### src/rtl/ysyx_22050598_hazard_ctrl_if.sv
// Bundle of hazard-detection inputs and pipeline stall/flush/redirect controls
// exchanged between the pipeline datapath (master) and the hazard unit (slave).
interface ysyx_22050598_hazard_ctrl_if #(
    parameter int XLEN = 64
);
    logic [4:0]      id_rs1_idx;
    logic            id_rs1_used;
    logic [4:0]      id_rs2_idx;
    logic            id_rs2_used;
    logic [4:0]      ex_rd_idx;
    logic            ex_w_reg_en;
    logic            ex_is_load;
    logic            ex_mdu_start;
    logic            ex_mdu_is_div;
    logic            ex_redirect;
    logic [XLEN-1:0] ex_redirect_pc;
    logic            trap_redirect;
    logic [XLEN-1:0] trap_pc;
    logic            lsu_busy;

    logic            pc_stall;
    logic            if_id_stall;
    logic            id_ex_stall;
    logic            ex_mem_stall;
    logic            if_id_flush;
    logic            id_ex_flush;
    logic            ex_mem_flush;
    logic            pc_redirect;
    logic [XLEN-1:0] pc_redirect_target;
    logic            mdu_busy;
    logic            mdu_done;

    modport master (
        output id_rs1_idx, id_rs1_used, id_rs2_idx, id_rs2_used,
               ex_rd_idx, ex_w_reg_en, ex_is_load, ex_mdu_start, ex_mdu_is_div,
               ex_redirect, ex_redirect_pc, trap_redirect, trap_pc, lsu_busy,
        input  pc_stall, if_id_stall, id_ex_stall, ex_mem_stall,
               if_id_flush, id_ex_flush, ex_mem_flush,
               pc_redirect, pc_redirect_target, mdu_busy, mdu_done
    );

    modport slave (
        input  id_rs1_idx, id_rs1_used, id_rs2_idx, id_rs2_used,
               ex_rd_idx, ex_w_reg_en, ex_is_load, ex_mdu_start, ex_mdu_is_div,
               ex_redirect, ex_redirect_pc, trap_redirect, trap_pc, lsu_busy,
        output pc_stall, if_id_stall, id_ex_stall, ex_mem_stall,
               if_id_flush, id_ex_flush, ex_mem_flush,
               pc_redirect, pc_redirect_target, mdu_busy, mdu_done
    );
endinterface

### src/rtl/ysyx_22050598_hazard_ctrl.sv
// Pipeline hazard unit: load-use bubbles, multi-cycle MUL/DIV occupancy of EX,
// LSU freeze, and branch/trap redirects held pending until the pipe unfreezes.
module ysyx_22050598_hazard_ctrl #(
    parameter int XLEN    = 64,
    parameter int MUL_LAT = 3,
    parameter int DIV_LAT = 33,
    parameter int CNT_W   = 6
) (
    input  logic                         clk,
    input  logic                         rst,
    ysyx_22050598_hazard_ctrl_if.slave   hz
);
    localparam logic [CNT_W-1:0] MUL_INIT = CNT_W'(MUL_LAT - 1);
    localparam logic [CNT_W-1:0] DIV_INIT = CNT_W'(DIV_LAT - 1);

    typedef enum logic [1:0] {
        MDU_IDLE,
        MDU_BUSY,
        MDU_DONE
    } mdu_state_t;

    mdu_state_t      state, state_nxt;
    logic [CNT_W-1:0] cnt, cnt_nxt;
    logic            pend, pend_nxt;
    logic [XLEN-1:0] pend_pc, pend_pc_nxt;

    logic            freeze;
    logic            load_use;
    logic            redir_req;
    logic [XLEN-1:0] redir_new;

    logic pc_stall, if_id_stall, id_ex_stall, ex_mem_stall;
    logic if_id_flush, id_ex_flush, ex_mem_flush;
    logic pc_redirect, mdu_busy, mdu_done;
    logic [XLEN-1:0] redirect_target;

    always_ff @(posedge clk or negedge rst) begin
        if (!rst) begin
            state   <= MDU_IDLE;
            cnt     <= '0;
            pend    <= 1'b0;
            pend_pc <= '0;
        end else begin
            state   <= state_nxt;
            cnt     <= cnt_nxt;
            pend    <= pend_nxt;
            pend_pc <= pend_pc_nxt;
        end
    end

    assign freeze    = hz.lsu_busy | (state == MDU_BUSY);
    assign redir_req = hz.trap_redirect | hz.ex_redirect;
    assign redir_new = hz.trap_redirect ? hz.trap_pc : hz.ex_redirect_pc;
    assign load_use  = hz.ex_is_load & hz.ex_w_reg_en & (hz.ex_rd_idx != 5'd0) &
                       ((hz.id_rs1_used & (hz.id_rs1_idx == hz.ex_rd_idx)) |
                        (hz.id_rs2_used & (hz.id_rs2_idx == hz.ex_rd_idx)));

    always_comb begin
        state_nxt       = state;
        cnt_nxt         = cnt;
        pend_nxt        = pend;
        pend_pc_nxt     = pend_pc;
        pc_stall        = 1'b0;
        if_id_stall     = 1'b0;
        id_ex_stall     = 1'b0;
        ex_mem_stall    = 1'b0;
        if_id_flush     = 1'b0;
        id_ex_flush     = 1'b0;
        ex_mem_flush    = 1'b0;
        pc_redirect     = 1'b0;
        redirect_target = '0;
        mdu_busy        = 1'b0;
        mdu_done        = 1'b0;

        // The counter only advances while memory is idle, so an LSU stall stretches MDU occupancy.
        case (state)
            MDU_IDLE: begin
                if (hz.ex_mdu_start && !hz.lsu_busy) begin
                    state_nxt = MDU_BUSY;
                    cnt_nxt   = hz.ex_mdu_is_div ? DIV_INIT : MUL_INIT;
                end
            end
            MDU_BUSY: begin
                if (!hz.lsu_busy) begin
                    if (cnt == '0) state_nxt = MDU_DONE;
                    else           cnt_nxt   = cnt - 1'b1;
                end
            end
            MDU_DONE: state_nxt = MDU_IDLE;
            default:  state_nxt = MDU_IDLE;
        endcase

        // A trap always replaces the held target; a branch only fills an empty slot.
        if (freeze) begin
            if (hz.trap_redirect) begin
                pend_nxt    = 1'b1;
                pend_pc_nxt = hz.trap_pc;
            end else if (hz.ex_redirect && !pend) begin
                pend_nxt    = 1'b1;
                pend_pc_nxt = hz.ex_redirect_pc;
            end
        end else begin
            pend_nxt = 1'b0;
        end

        if (rst) begin
            mdu_busy = (state == MDU_BUSY);
            mdu_done = (state == MDU_DONE);
            if (hz.lsu_busy) begin
                pc_stall     = 1'b1;
                if_id_stall  = 1'b1;
                id_ex_stall  = 1'b1;
                ex_mem_stall = 1'b1;
            end else if (state == MDU_BUSY) begin
                pc_stall     = 1'b1;
                if_id_stall  = 1'b1;
                id_ex_stall  = 1'b1;
                ex_mem_flush = 1'b1;
            end else if (redir_req || pend) begin
                pc_redirect     = 1'b1;
                redirect_target = pend ? pend_pc : redir_new;
                if_id_flush     = 1'b1;
                id_ex_flush     = 1'b1;
            end else if (load_use) begin
                pc_stall    = 1'b1;
                if_id_stall = 1'b1;
                id_ex_flush = 1'b1;
            end
        end
    end

    assign hz.pc_stall           = pc_stall;
    assign hz.if_id_stall        = if_id_stall;
    assign hz.id_ex_stall        = id_ex_stall;
    assign hz.ex_mem_stall       = ex_mem_stall;
    assign hz.if_id_flush        = if_id_flush;
    assign hz.id_ex_flush        = id_ex_flush;
    assign hz.ex_mem_flush       = ex_mem_flush;
    assign hz.pc_redirect        = pc_redirect;
    assign hz.pc_redirect_target = redirect_target;
    assign hz.mdu_busy           = mdu_busy;
    assign hz.mdu_done           = mdu_done;
endmodule

### src/flat_wrapper.sv
// flat-port wrapper written by rule: the top's interface ports become plain ports
module ysyx_22050598_hazard_ctrl_flat 
#(
    parameter int XLEN    = 64,
    parameter int MUL_LAT = 3,
    parameter int DIV_LAT = 33,
    parameter int CNT_W   = 6
)
  (clk, rst, hz_id_rs1_idx, hz_id_rs1_used, hz_id_rs2_idx, hz_id_rs2_used, hz_ex_rd_idx, hz_ex_w_reg_en, hz_ex_is_load, hz_ex_mdu_start, hz_ex_mdu_is_div, hz_ex_redirect, hz_ex_redirect_pc, hz_trap_redirect, hz_trap_pc, hz_lsu_busy, hz_pc_stall, hz_if_id_stall, hz_id_ex_stall, hz_ex_mem_stall, hz_if_id_flush, hz_id_ex_flush, hz_ex_mem_flush, hz_pc_redirect, hz_pc_redirect_target, hz_mdu_busy, hz_mdu_done);
  ysyx_22050598_hazard_ctrl_if #(.XLEN(XLEN)) hz_i ();
  input  logic clk;
  input  logic rst;
  input wire logic [$bits(hz_i.id_rs1_idx)-1:0] hz_id_rs1_idx;
  input wire logic [$bits(hz_i.id_rs1_used)-1:0] hz_id_rs1_used;
  input wire logic [$bits(hz_i.id_rs2_idx)-1:0] hz_id_rs2_idx;
  input wire logic [$bits(hz_i.id_rs2_used)-1:0] hz_id_rs2_used;
  input wire logic [$bits(hz_i.ex_rd_idx)-1:0] hz_ex_rd_idx;
  input wire logic [$bits(hz_i.ex_w_reg_en)-1:0] hz_ex_w_reg_en;
  input wire logic [$bits(hz_i.ex_is_load)-1:0] hz_ex_is_load;
  input wire logic [$bits(hz_i.ex_mdu_start)-1:0] hz_ex_mdu_start;
  input wire logic [$bits(hz_i.ex_mdu_is_div)-1:0] hz_ex_mdu_is_div;
  input wire logic [$bits(hz_i.ex_redirect)-1:0] hz_ex_redirect;
  input wire logic [$bits(hz_i.ex_redirect_pc)-1:0] hz_ex_redirect_pc;
  input wire logic [$bits(hz_i.trap_redirect)-1:0] hz_trap_redirect;
  input wire logic [$bits(hz_i.trap_pc)-1:0] hz_trap_pc;
  input wire logic [$bits(hz_i.lsu_busy)-1:0] hz_lsu_busy;
  output wire logic [$bits(hz_i.pc_stall)-1:0] hz_pc_stall;
  output wire logic [$bits(hz_i.if_id_stall)-1:0] hz_if_id_stall;
  output wire logic [$bits(hz_i.id_ex_stall)-1:0] hz_id_ex_stall;
  output wire logic [$bits(hz_i.ex_mem_stall)-1:0] hz_ex_mem_stall;
  output wire logic [$bits(hz_i.if_id_flush)-1:0] hz_if_id_flush;
  output wire logic [$bits(hz_i.id_ex_flush)-1:0] hz_id_ex_flush;
  output wire logic [$bits(hz_i.ex_mem_flush)-1:0] hz_ex_mem_flush;
  output wire logic [$bits(hz_i.pc_redirect)-1:0] hz_pc_redirect;
  output wire logic [$bits(hz_i.pc_redirect_target)-1:0] hz_pc_redirect_target;
  output wire logic [$bits(hz_i.mdu_busy)-1:0] hz_mdu_busy;
  output wire logic [$bits(hz_i.mdu_done)-1:0] hz_mdu_done;
  assign hz_i.id_rs1_idx = hz_id_rs1_idx;
  assign hz_i.id_rs1_used = hz_id_rs1_used;
  assign hz_i.id_rs2_idx = hz_id_rs2_idx;
  assign hz_i.id_rs2_used = hz_id_rs2_used;
  assign hz_i.ex_rd_idx = hz_ex_rd_idx;
  assign hz_i.ex_w_reg_en = hz_ex_w_reg_en;
  assign hz_i.ex_is_load = hz_ex_is_load;
  assign hz_i.ex_mdu_start = hz_ex_mdu_start;
  assign hz_i.ex_mdu_is_div = hz_ex_mdu_is_div;
  assign hz_i.ex_redirect = hz_ex_redirect;
  assign hz_i.ex_redirect_pc = hz_ex_redirect_pc;
  assign hz_i.trap_redirect = hz_trap_redirect;
  assign hz_i.trap_pc = hz_trap_pc;
  assign hz_i.lsu_busy = hz_lsu_busy;
  assign hz_pc_stall = hz_i.pc_stall;
  assign hz_if_id_stall = hz_i.if_id_stall;
  assign hz_id_ex_stall = hz_i.id_ex_stall;
  assign hz_ex_mem_stall = hz_i.ex_mem_stall;
  assign hz_if_id_flush = hz_i.if_id_flush;
  assign hz_id_ex_flush = hz_i.id_ex_flush;
  assign hz_ex_mem_flush = hz_i.ex_mem_flush;
  assign hz_pc_redirect = hz_i.pc_redirect;
  assign hz_pc_redirect_target = hz_i.pc_redirect_target;
  assign hz_mdu_busy = hz_i.mdu_busy;
  assign hz_mdu_done = hz_i.mdu_done;
  ysyx_22050598_hazard_ctrl #(.XLEN(XLEN), .MUL_LAT(MUL_LAT), .DIV_LAT(DIV_LAT), .CNT_W(CNT_W)) u_core (.clk(clk), .rst(rst), .hz(hz_i));
endmodule
### config.mk
export PLATFORM = sky130hd
export DESIGN_NAME = ysyx_22050598_hazard_ctrl_flat
export DESIGN_NICKNAME = d
export VERILOG_FILES = /design/src/rtl/ysyx_22050598_hazard_ctrl_if.sv /design/src/rtl/ysyx_22050598_hazard_ctrl.sv /design/src/flat_wrapper.sv
export SDC_FILE = /design/constraint.sdc
export NUM_CORES = 1
export LEC_CHECK = 0
export CAP_MARGIN = 20
export CORE_AREA = 2 2 118 120
export DETAILED_ROUTE_END_ITERATION = 12
export DIE_AREA = 0 0 120 122
export MAX_ROUTING_LAYER = met4
export PLACE_DENSITY = 0.74
export SETUP_SLACK_MARGIN = 0.02
export SLEW_MARGIN = 30
export SYNTH_ARGS = -nofsm -noshare
export SYNTH_HDL_FRONTEND = slang
export SYNTH_SLANG_ARGS = --single-unit
### constraint.sdc
create_clock -name clk -period 1.4 [get_ports clk]
set_input_delay 0.28 -clock clk [delete_from_list [all_inputs] [get_ports clk]]
set_output_delay 0.28 -clock clk [all_outputs]
set_load 0.005 [all_outputs]
### Word-level counts from Yosys, hierarchy flattened

Cells that the tools add are included.

| word-level totals | value |
|---|---|
| memories | 0 |
| memory bits (writable) | 0 |
| word-level logic and storage cells | 77 |
| latch bits | 0 |
| flip-flop bits (word level) | 73 |
| bits of input ports | 154 |
| bits in read-only memories | 0 |

| cells by class | value |
|---|---|
| bitwise operators | 8 |
| shifts and indexed selects | 0 |
| add/sub/neg operators | 1 |
| eq/ne operators | 9 |
| muxes and demuxes | 42 |
| reductions and logical operators | 13 |
| $lt $le $gt $ge | 0 |
| multipliers | 0 |
| divide/modulo/power cells | 0 |

Operator list:

| cell | number |
|---|---|
| $mux 64 | 8 |
| $mux 1 | 25 |
| $mux 6 | 4 |
| $pmux 6 s2 | 1 |
| $eq 5x5->1 | 2 |
| $logic_not 6->1 | 1 |
| $mux 2 | 3 |
| $sub 6x1->6 const B | 1 |
| $and 1x1->1 | 5 |
| $reduce_bool 5->1 | 1 |
| $ne 2x1->1 const B | 2 |
| $ne 2x2->1 const B | 2 |
| $pmux 2 s2 | 1 |
| $reduce_and 4->1 | 1 |
| $reduce_bool 2->1 | 2 |
| $ne 3x3->1 const B | 1 |
| $or 1x1->1 | 3 |
| $reduce_and 3->1 | 1 |
| $eq 2x1->1 const B | 1 |
| $eq 2x2->1 const B | 1 |
| $logic_and 1x1->1 | 2 |
| $logic_not 1->1 | 2 |
| $logic_not 2->1 | 1 |
| $reduce_and 2->1 | 1 |
| $logic_or 1x1->1 | 1 |

### Depth between registers and ports, before layout

| logic depth | value |
|---|---|
| depth in word-level cells | 9 |
| gate-level depth with buffers | 8 |
| gate-level depth less buffers | 6 |

### Least setup slack after synthesis

Ideal clock, no wire load.

| path | value |
|---|---|
| path type | input-to-output |
| start | input port hz_ex_rd_idx[3] |
| end | output port hz_pc_stall |
| path buffers | 1 |
| arrival | 1,329 ps |
| slack | -209 ps |
| cell stages on the path | 5 |
| cell sequence | xor2_1 -> nor4_1 -> a32oi_1 -> o31ai_1 -> buf_4 |

| on the way | value |
|---|---|
| cells in the longest elaborated chain, start to end | 9 |
| elaborated cells on any way between the ends | 13 |
| those cells by class | 2 x eq/ne; 5 x mux; 5 x bitwise; 1 x reduce/logical |

Ends and longest elaborated chain:

| element | RTL line | RTL |
|---|---|---|
| start, declared | flat_wrapper.sv:17 | `input wire logic [$bits(hz_i.ex_rd_idx)-1:0] hz_ex_rd_idx;` |
| $eq 5x5->1, on equally long branches | ysyx_22050598_hazard_ctrl.sv:55, ysyx_22050598_hazard_ctrl.sv:56 |  |
| $and 1x1->1, on equally long branches | ysyx_22050598_hazard_ctrl.sv:55, ysyx_22050598_hazard_ctrl.sv:56 |  |
| $or 1x1->1 | ysyx_22050598_hazard_ctrl.sv:55 | `((hz.id_rs1_used & (hz.id_rs1_idx == hz.ex_rd_idx)) \|` |
| $and 1x1->1 * | ysyx_22050598_hazard_ctrl.sv:54 | `assign load_use = hz.ex_is_load & hz.ex_w_reg_en & (hz.ex_rd_idx != 5'd0) &` |
| $mux 1 * (5 in series) | - |  |
| end, declared | flat_wrapper.sv:27 | `output wire logic [$bits(hz_i.pc_stall)-1:0] hz_pc_stall;` |

Mark *: on every way between the ends. The rest lies on a longest branch, timed or not.

### Final worst setup path

| path | value |
|---|---|
| start | register u_core.pend |
| end | output port hz_pc_redirect_target[39] |

| on the way | value |
|---|---|
| cells in the longest elaborated chain, start to end | 5 |
| elaborated cells on any way between the ends | 6 |
| those cells by class | 5 x mux; 1 x reduce/logical |

Ends and longest elaborated chain:

| element | RTL line | RTL |
|---|---|---|
| start, declared | ysyx_22050598_hazard_ctrl.sv:24 | `logic pend, pend_nxt;` |
| start signal, assigned | ysyx_22050598_hazard_ctrl.sv:46 | `pend <= pend_nxt;` |
| $mux 64 / $logic_or 1x1->1 (equally long branches) | ysyx_22050598_hazard_ctrl.sv:121, ysyx_22050598_hazard_ctrl.sv:119 |  |
| $mux 64 * | ysyx_22050598_hazard_ctrl.sv:119 | `end else if (redir_req \|\| pend) begin` |
| $mux 64 * | ysyx_22050598_hazard_ctrl.sv:114 | `end else if (state == MDU_BUSY) begin` |
| $mux 64 * | ysyx_22050598_hazard_ctrl.sv:109 | `if (hz.lsu_busy) begin` |
| $mux 64 * | ysyx_22050598_hazard_ctrl.sv:106 | `if (rst) begin` |
| end, declared | flat_wrapper.sv:35 | `output wire logic [$bits(hz_i.pc_redirect_target)-1:0] hz_pc_redirect_target;` |

Marked as above.

==> run_results.csv <==
group,metric,value,unit
timing,hold_violations,0,
timing,timing.final.crit_share,1.50,
global_route,grt_max_degree,42,
setup_path,critPathLaunch,"u_core.pend",
synthesis,synth.area.top_cells,"dfrtp_1 37%, mux2i_1 13%, o21ai_2 11%",
setup_path,crit_end,"hz_pc_redirect_target[39]",
timing,period_needed,2100,ps
clock_network,clk_latency,340,ps
setup_path,max_stage_delay,500,ps
routing,firstDrtPassIters,4,
worst_hold_path,hold_path.class,"in2async",
final_layout,drive_above_1_share,0.565,
final_layout,finalNonFillerCells,1146,
placement,post-place-ws,-1100,ps
routing,drt_iter0_drc,338,
final_layout,antennaDiodeCount,0,
setup_path,crit_arrival,1820,ps
setup_path,required,1120,ps
placement,hpwl,11400,µm
die,num_io_pins,228,
pwr,p_seq_frac,0.243,
timing,timing.hold.ws,54.3,ps
setup_path,crit_slowest_cell,"dfrtp_4",
synthesis,ys_ff_latch,73,
timing,fmax,476,MHz
synthesis,yosysSeqAreaShare,0.369,
timing,rsz0062_at_grt,"yes",
routing,wl_per_cell,17.9,µm
placement,numPlacedInstances,1053,
final_layout,final_cell_mix,"140 x clkdlybuf4s50_1, 107 x buf_4, 71 x dfrtp_1",
clock_network,tritoncts,"done",
synthesis,yosysWarnings,0,
pwr,p_int,9.84,mW
clock_network,cts-root-buf,"clkbuf_16",
routing,ant_nets,0,
clock_network,clockBufferDepth,2,
setup_path,crit_path_start_kind,"register",
synthesis,synth_top_area_cell,"dfrtp_1",
setup_path,crit_fanout,6,
status,violations,"setup timing",
routing,wl,20500,µm
timing,worstMarginPinSlew,570,ps
pwr,peakVddDrop,0.806,mV
pwr,p_switching,6.60,mW
synthesis,synthCells,575,
global_route,grtUsageTotal,0.274,
synthesis,syn_avg_cell_area,8.60,µm²
global_route,grt_pass1_wl,30700,µm
final_layout,final_common_cell,"clkdlybuf4s50_1",
final_layout,fillCellCount,829,
clock_network,cts_buffers,9,
routing,drc,0,
clock_network,htree_num_levels,3,
die,initial_core_util,0.366,
setup_path,cp_top_family,"buffers and inverters",
die,die_h,122,µm
pwr,pwr-share-comb,0.604,
routing,vias,5823,
clock_network,clk_pin_slew,60,ps
setup_path,crit_buf_inv,4,
synthesis,ys_async_sr_fraction,1.00,
timing,final.setup.worst_slack,-700,ps
job,maxCapViolCount,0,
timing,setup_viol,140,
setup_path,crit_chain,"nor3_4, nand3b_4, buf_12, buf_12, buf_12, nor2_2, buf_2",
synthesis,synth_edf_count,0,
synthesis,synth_area,4940,µm²
clock_network,ctsHoldBuffers,0,
timing,max_slew_margin,0.620,
setup_path,regToRegEndpoint,"u_core.pend_pc[10]",
global_route,grt_pass1_vias,6182,
setup_path,critPathKind,"reg2out",
pwr,pwr-share-clk,0.153,
die,row_count,43,
die,core,13500,µm²
status,outcome,"complete, but fails checks",
global_route,grt_overflow,0,
timing,finalClockSkew,2.57,ps
die,fp.dieW,120,µm
clock_network,cts_sinks,73,
setup_path,cp-end-kind,"output port",
pwr,p_sw_frac,0.402,
routing,avgViaCountPerCell,5.08,
final_layout,nNetsFinal,1117,
synthesis,ys.flop_type,"dfrtp_1",
pwr,power_density,1560,nW/µm²
setup_path,cpMostUsedCell,"buf_12",
synthesis,yosysTopAreaCellShare,0.369,
setup_path,rrSetupSlack,-420,ps
placement,portBuffers,227,
placement,gp_congestion,0.830,
setup_path,regToRegStartpoint,"u_core.pend",
final_layout,fin_util,0.781,
pwr,p_leak,4.93,nW
final_layout,syn2layout_area_growth,113,%
timing,maxSlewViolCount,0,
synthesis,synth_cell_type_count,43,
global_route,grt_antenna_before_repair,0,
setup_path,path_depth,7,
die,die_area,14600,µm²
synthesis,synth_fp_nets,731,
setup_path,reg2regPathDepth,10,
## layer usage
layer / track usage / vias to the layer above / wire [µm]
met1: 0.299 / 2845 / 7710
met2: 0.501 / 202 / 11200
met4: 0.106 / 0 / 440
met5: - / - / 0
li1: - / 2739 / -
met3: 0.0431 / 37 / 1080
## through the flow
stage | setup TNS [ps] | power [mW] | area [µm²]
floorplan | -6290 | 7.18 | 5120
global placement | -76870 | 9.33 | 8240
detailed placement | -85650 | 9.60 | 8240
CTS | -74710 | 15.2 | 10000
global route | -76750 | 17.2 | 10600
finish | -70610 | 16.4 | 10600
## area by class of cell
cell class / instances / area, µm² / share of cell area
clock buffers: 15 / 298 / 0.0282
clock inverters: 1 / 30.0 / 0.00285
inverters: 6 / 25.0 / 0.00237
multi-input cells: 451 / 3850 / 0.365
flip-flops and latches: 73 / 1830 / 0.174
well taps: 180 / 225 / 0.0213
repair buffers: 420 / 4290 / 0.406
## cells in the mapped netlist (2+ instances only)
cell	count
o21ai_1	4
mux2i_1	65
o31ai_1	3
a22o_1	2
xnor2_1	2
buf_6	25
inv_1	6
buf_1	5
nor2_1	135
nor2b_1	3
nor4_1	3
o21ai_2	61
ha_1	2
xor2_1	8
clkbuf_1	10
dfrtp_1	73
nor3_1	3
nand2_1	68
a21oi_1	66
buf_4	4
and2_1	2
o21ai_0	4
## worst reg2reg max path, stage by stage, from the launching register on
cell     delay, ps
dfrtp_4        500
buf_6          140
buf_12         140
buf_8          130
nor2b_4        120
o22ai_4         90
buf_12         160
buf_16         150
buf_12         160
nand2_4         70
o21ai_2         60
## registers in the layout (all words and copies together), names as in the netlist
register / cells
u_core.pend_pc: 64
u_core.cnt: 6
u_core.state: 2
u_core.pend: 1
## how the worst min path moves through the flow
stage	from	endpoint	slack, ps	cells after the start
floorplan	rst	u_core.cnt[0]	-20	0
detailed placement	rst	u_core.pend	410	2
global route	rst	u_core.pend	100	2
CTS	rst	u_core.pend	60	2
global placement	rst	u_core.pend	400	2
finish	rst	u_core.pend	50	2
## power by group through the flow
stage / Combinational (mW) / Clock, mW / Sequential [mW]
2_1_floorplan: 3.79 / 0 / 3.39
3_3_place_gp: 5.85 / 0 / 3.47
3_5_place_dp: 6.06 / 0 / 3.55
4_1_cts: 8.82 / 2.53 / 3.81
5_1_grt: 10.5 / 2.64 / 4.09
6_report: 9.92 / 2.52 / 4.00
## what timing repair did
item	CTS	global route
pin swaps	113	44
endpoints found under the setup margin	143	145
resized for setup	532	144
setup buffers	51	11
gates cloned	19	2
## logic make-up (layout without fill, tap and decap cells)
kind of cell    count (synthesis)  in the layout  share of synthesized area
xor+xnor                       10             10                     0.0177
fa+ha+maj                       2              2                    0.00506
buf+inv                        51            442                     0.0800
flops                          73             73                      0.369
mux                            66             66                      0.135
simple gates                  225            225                      0.186
compound gates                148            148                      0.207
Power figures use the tool's default switching activity.
